$ cat src/rtl/multicycle_main_control.sv
// multicycle_main_control: main control FSM for the multi-cycle MIPS datapath.
// Sequences fetch/decode/execute/memory/writeback per opcode, stalls on memory
// wait states, traps on illegal opcodes and counts retired instructions.
// Optional feature: define MC_ADDI_EN to decode addi (opcode 001000) through
// ADDI_EXEC/ADDI_WB; without it, addi traps like any illegal opcode.
module multicycle_main_control #(
   parameter int RETIRE_W = 32
) (
   input  logic                clk,
   input  logic                rst_n,
   input  logic [5:0]          opcode,
   input  logic                mem_ready,
   output logic                pc_write,
   output logic                pc_write_cond,
   output logic                iord,
   output logic                mem_read,
   output logic                mem_write,
   output logic                ir_write,
   output logic                mem_to_reg,
   output logic                reg_dst,
   output logic                reg_write,
   output logic                alu_src_a,
   output logic [1:0]          alu_src_b,
   output logic [1:0]          alu_op,
   output logic [1:0]          pc_source,
   output logic                instr_done,
   output logic                illegal_op,
   output logic [RETIRE_W-1:0] retired,
   output logic [3:0]          state
);
   localparam logic [5:0] OP_RTYPE = 6'b000000;
   localparam logic [5:0] OP_J     = 6'b000010;
   localparam logic [5:0] OP_BEQ   = 6'b000100;
   localparam logic [5:0] OP_ADDI  = 6'b001000;
   localparam logic [5:0] OP_LW    = 6'b100011;
   localparam logic [5:0] OP_SW    = 6'b101011;

   typedef enum logic [3:0] {
      S_FETCH     = 4'd0,
      S_DECODE    = 4'd1,
      S_MEM_ADDR  = 4'd2,
      S_MEM_READ  = 4'd3,
      S_MEM_WB    = 4'd4,
      S_MEM_WRITE = 4'd5,
      S_EXECUTE   = 4'd6,
      S_ALU_WB    = 4'd7,
      S_BRANCH    = 4'd8,
      S_JUMP      = 4'd9,
      S_ADDI_EXEC = 4'd10,
      S_ADDI_WB   = 4'd11,
      S_TRAP      = 4'd12
   } state_t;

   state_t              r_state;
   logic [5:0]          r_opcode;
   logic [RETIRE_W-1:0] r_retired;
   logic                w_instr_done;

   // State sequencing, opcode capture in DECODE and retired-instruction count
   always_ff @(posedge clk or negedge rst_n) begin
      if (!rst_n) begin
         r_state   <= S_FETCH;
         r_opcode  <= '0;
         r_retired <= '0;
      end else begin
         if (w_instr_done)
            r_retired <= r_retired + RETIRE_W'(1);
         case (r_state)
            S_FETCH:     if (mem_ready) r_state <= S_DECODE;
            S_DECODE: begin
               r_opcode <= opcode;
               if (opcode == OP_LW || opcode == OP_SW) r_state <= S_MEM_ADDR;
               else if (opcode == OP_RTYPE)            r_state <= S_EXECUTE;
               else if (opcode == OP_BEQ)              r_state <= S_BRANCH;
               else if (opcode == OP_J)                r_state <= S_JUMP;
`ifdef MC_ADDI_EN
               else if (opcode == OP_ADDI)             r_state <= S_ADDI_EXEC;
`endif
               else                                    r_state <= S_TRAP;
            end
            S_MEM_ADDR:  r_state <= (r_opcode == OP_LW) ? S_MEM_READ : S_MEM_WRITE;
            S_MEM_READ:  if (mem_ready) r_state <= S_MEM_WB;
            S_MEM_WRITE: if (mem_ready) r_state <= S_FETCH;
            S_EXECUTE:   r_state <= S_ALU_WB;
`ifdef MC_ADDI_EN
            S_ADDI_EXEC: r_state <= S_ADDI_WB;
`endif
            S_TRAP:      r_state <= S_TRAP;
            default:     r_state <= S_FETCH;
         endcase
      end
   end

   // Moore decode of control strobes; only fetch strobes and the sw completion look at mem_ready
   always_comb begin
      pc_write      = 1'b0;
      pc_write_cond = 1'b0;
      iord          = 1'b0;
      mem_read      = 1'b0;
      mem_write     = 1'b0;
      ir_write      = 1'b0;
      mem_to_reg    = 1'b0;
      reg_dst       = 1'b0;
      reg_write     = 1'b0;
      alu_src_a     = 1'b0;
      alu_src_b     = 2'b00;
      alu_op        = 2'b00;
      pc_source     = 2'b00;
      w_instr_done  = 1'b0;
      illegal_op    = 1'b0;
      case (r_state)
         S_FETCH: begin
            mem_read  = 1'b1;
            alu_src_b = 2'b01;
            ir_write  = mem_ready;
            pc_write  = mem_ready;
         end
         S_DECODE:    alu_src_b = 2'b11;
         S_MEM_ADDR: begin
            alu_src_a = 1'b1;
            alu_src_b = 2'b10;
         end
         S_MEM_READ: begin
            mem_read = 1'b1;
            iord     = 1'b1;
         end
         S_MEM_WB: begin
            mem_to_reg   = 1'b1;
            reg_write    = 1'b1;
            w_instr_done = 1'b1;
         end
         S_MEM_WRITE: begin
            mem_write    = 1'b1;
            iord         = 1'b1;
            w_instr_done = mem_ready;
         end
         S_EXECUTE: begin
            alu_src_a = 1'b1;
            alu_op    = 2'b10;
         end
         S_ALU_WB: begin
            reg_dst      = 1'b1;
            reg_write    = 1'b1;
            w_instr_done = 1'b1;
         end
         S_BRANCH: begin
            alu_src_a     = 1'b1;
            alu_op        = 2'b01;
            pc_write_cond = 1'b1;
            pc_source     = 2'b01;
            w_instr_done  = 1'b1;
         end
         S_JUMP: begin
            pc_write     = 1'b1;
            pc_source    = 2'b10;
            w_instr_done = 1'b1;
         end
`ifdef MC_ADDI_EN
         S_ADDI_EXEC: begin
            alu_src_a = 1'b1;
            alu_src_b = 2'b10;
         end
         S_ADDI_WB: begin
            reg_write    = 1'b1;
            w_instr_done = 1'b1;
         end
`endif
         S_TRAP:      illegal_op = 1'b1;
         default:     illegal_op = 1'b0;
      endcase
   end

   assign instr_done = w_instr_done;
   assign retired    = r_retired;
   assign state      = r_state;

endmodule

$ cat config.mk
export PLATFORM = sky130hd
export DESIGN_NAME = multicycle_main_control
export DESIGN_NICKNAME = d
export VERILOG_FILES = /design/src/rtl/multicycle_main_control.sv
export SDC_FILE = /design/constraint.sdc
export NUM_CORES = 1
export LEC_CHECK = 0
export ABC_AREA = 1
export CORE_MARGIN = 2
export CORE_UTILIZATION = 45
export CTS_CLUSTER_SIZE = 12
export DETAILED_ROUTE_END_ITERATION = 10
export GPL_TIMING_DRIVEN = 0
export PLACE_DENSITY_LB_ADDON = 0.25
export SETUP_SLACK_MARGIN = 0.1
export SLEW_MARGIN = 30
export SYNTH_ARGS = -nofsm -noshare
export SYNTH_HDL_FRONTEND = slang
export SYNTH_SLANG_ARGS = --single-unit
$ cat constraint.sdc
create_clock -name clk -period 1.4 [get_ports clk]
set_clock_uncertainty 0.05 [all_clocks]
set_input_delay 0.28 -clock clk [delete_from_list [all_inputs] [get_ports clk]]
set_output_delay 0.28 -clock clk [all_outputs]
set_load 0.02 [all_outputs]
==> run metrics <==
Peak VDD IR=0.00214 V; die footprint=6490 um2; TritonCTS clock tree=done; GPL Wtd Cong=0.872; Worst path max stage delay=490 ps; Hold Crit Class=primary input to async pin; non-filler instance count after layout=624; DP HPWL=5320 um; Die Span Y=80.6 um; row cnt=27; Top delay family on crit path=buffers and inverters; EDFF count, synth=0; share of post-route cells with drive strength above 1=0.491; Final Max Tran Viols=0; Final min period=1990 ps; Worst R2R Start=state[1]; Final ANT Viol Nets=0; launch point of the worst path=state[0]; nature of the critical path startpoint=register; Max Fclk=503 MHz; I/O pin cnt=63; routed vias/inst=5.76; # Max-Cap Violations=0; Area growth, synth to finish=80.3%; cts bufs inserted=5; DR iter-0 viols=395; Tcrit/Tclk final=1.42; Port Buffers=62; sequential fraction of the synthesis area=0.398; Syn Nets=410; Worst-path clk slew=90 ps; Die W=80.6 um; antenna violations before repair=0; Final nets=561; Ys Warns=0; Netlist Area Pre-Place=2640 um2; Critical Setup Path Class=register to primary output; total grt overflow=0; unrepaired setup endpoints after global routing=yes; worst path cell trace=buf_6, nor2_4, buf_4, nand3_4, inv_2, buf_6; Primary FF master, synth=dfrtp_1; Starting Density=0.473; Critical Path End Type=primary output; cell chosen for the clock root=clkbuf_8; Buf/Inv on CP=4; TNS Setup=-24,620 ps; syn avg cell area=6.59 um2; required time of the critical path=1070 ps; Clock Sinks=42; core area=5570 um2; vias in the first global route=3,204; Hold Vio Cnt, Final=0; worst-skew pair later-pin latency=310 ps; largest net degree at the start of global routing=25; drt pass-1 iters=5; failing checks=setup timing; vias=3,596; H-tree depth=2; synthesis-stage register bit count=42; routed wire length=12,200 um; WP data arrival=1660 ps; Residual DRC=0; first-pass GRT wire length=14,800 um; GRT Resource Usage Total=0.300; ant diodes=0; CP max-delay cell=dfrtp_2; worst-margin pin slew=476 ps; largest buffer count on any clock path=2; Filler Cell Count=293; Post-synth ARST share=1.00; Unique masters post-synth=26; Synth Instances=400; crit-path max FO=5; leakage power=0.00225 uW; endpoints failing setup=64; Placed Instances=535; Post-Route Utilization=0.853; Worst slew margin=0.683; CP most frequent cell=buf_6; pwr/cell area=1790 nW/um2; WL/cell=19.5 um; final worst slack=-588 ps; run status=finished with violations
-- flip-flops by register name, summed over array words and instances, names as in the netlist --
name and cells:
state 4, retired 32, r_opcode 6
-- where the power goes --
| group | total, uW | switching (uW) | leakage (uW) | internal, uW |
|---|---|---|---|---|
| Combinational | 5940 | 3000 | 0.00166 | 2940 |
| Sequential | 1730 | 283 | 0.000537 | 1440 |
| Clock | 831 | 478 | 0.0000452 | 353 |
| Total | 8500 | 3760 | 0.00225 | 4740 |
-- cell type report --
cell class | count | area, um2 | share of cell area
plain buffers | 6 | 86.3 | 0.0182
clock buffers | 6 | 72.6 | 0.0153
clock inverters | 2 | 13.8 | 0.00289
inverters | 49 | 209 | 0.0439
multi-input cells | 303 | 1820 | 0.382
flip-flops and latches | 42 | 1070 | 0.226
well taps | 72 | 90.1 | 0.0189
repair buffers | 144 | 1390 | 0.292
-- placed cells by master (no fill, tap or decap), drive strengths merged --
cell type      count
dlygate4sd3        1
clkinv             2
o22ai              1
buf              140
o2111ai            1
xor2               4
xnor2             10
nand4              8
o211ai             1
a21oi              2
nand3             24
dfrtp             42
clkdlybuf4s50      7
nand3b             3
nor2              72
inv               49
o21ai             15
clkbuf             8
ha                 1
nor3               1
nand2            159
nor3b              1
-- cell families (layout without fill, tap and decap cells) --
family / count (synthesis) / in the layout / synth area share
buffers and inverters: 55 / 207 / 0.0882
XOR/XNOR: 14 / 14 / 0.0465
adder cells (fa/ha/maj): 1 / 1 / 0.00474
AO/OA/AOI/OAI: 20 / 20 / 0.0408
flip-flops: 42 / 42 / 0.398
AND/OR/NAND/NOR: 268 / 268 / 0.421
-- synthesized netlist by cell type, drive strengths merged (2+ instances only) --
library cell | n | area (um2)
nand3 | 24 | 130
nand4 | 8 | 50.1
o21ai | 15 | 75.1
nand2 | 159 | 604
inv | 49 | 184
xnor2 | 10 | 87.6
nand3b | 3 | 26.3
xor2 | 4 | 35.0
dfrtp | 42 | 1050
a21oi | 2 | 10.0
nor2 | 72 | 288
buf | 5 | 45.0
-- what timing repair did --
item,4_1_cts,5_1_grt
gates cloned,3,2
endpoints found under the hold margin,18,0
setup buffers,52,30
setup endpoints to repair,94,79
resized for setup,341,104
pin swaps,16,30
hold buffers,1,0
-- through the flow --
stage	total power (uW)	setup slack [ps]	instance area [um2]	hold slack (ps)
floorplan	3430	-72.4	2810	-65.6
global placement	4340	-1240	3520	417
detailed placement	4420	-861	3540	208
CTS	6800	-413	4210	417
global route	8700	-606	4750	444
finish	8500	-588	4750	404
-- path summary, 6_finish.rpt --
path | endpoint | slack, ps | cells after the start
worst max-delay path | illegal_op | -590 | 6
worst min-delay path | retired[9] | 400 | 2
worst max register to register | retired[8] | -580 | 12
worst min register to register | retired[17] | 450 | 1
max in group asynchronous | retired[24] | 380 | 3
min in group clk | retired[17] | 450 | 1
-- metal layers --
metal  GRT usage  routed length, um  vias up  part of all wire
li1            -                  -     1537                 -
met1       0.325               3870     1684              0.32
met2       0.559               6130      267              0.50
met3      0.0438                992      108             0.082
met4       0.153               1170        0             0.096
met5           0                  0        -                 0
(Power assumes the default switching activity.)
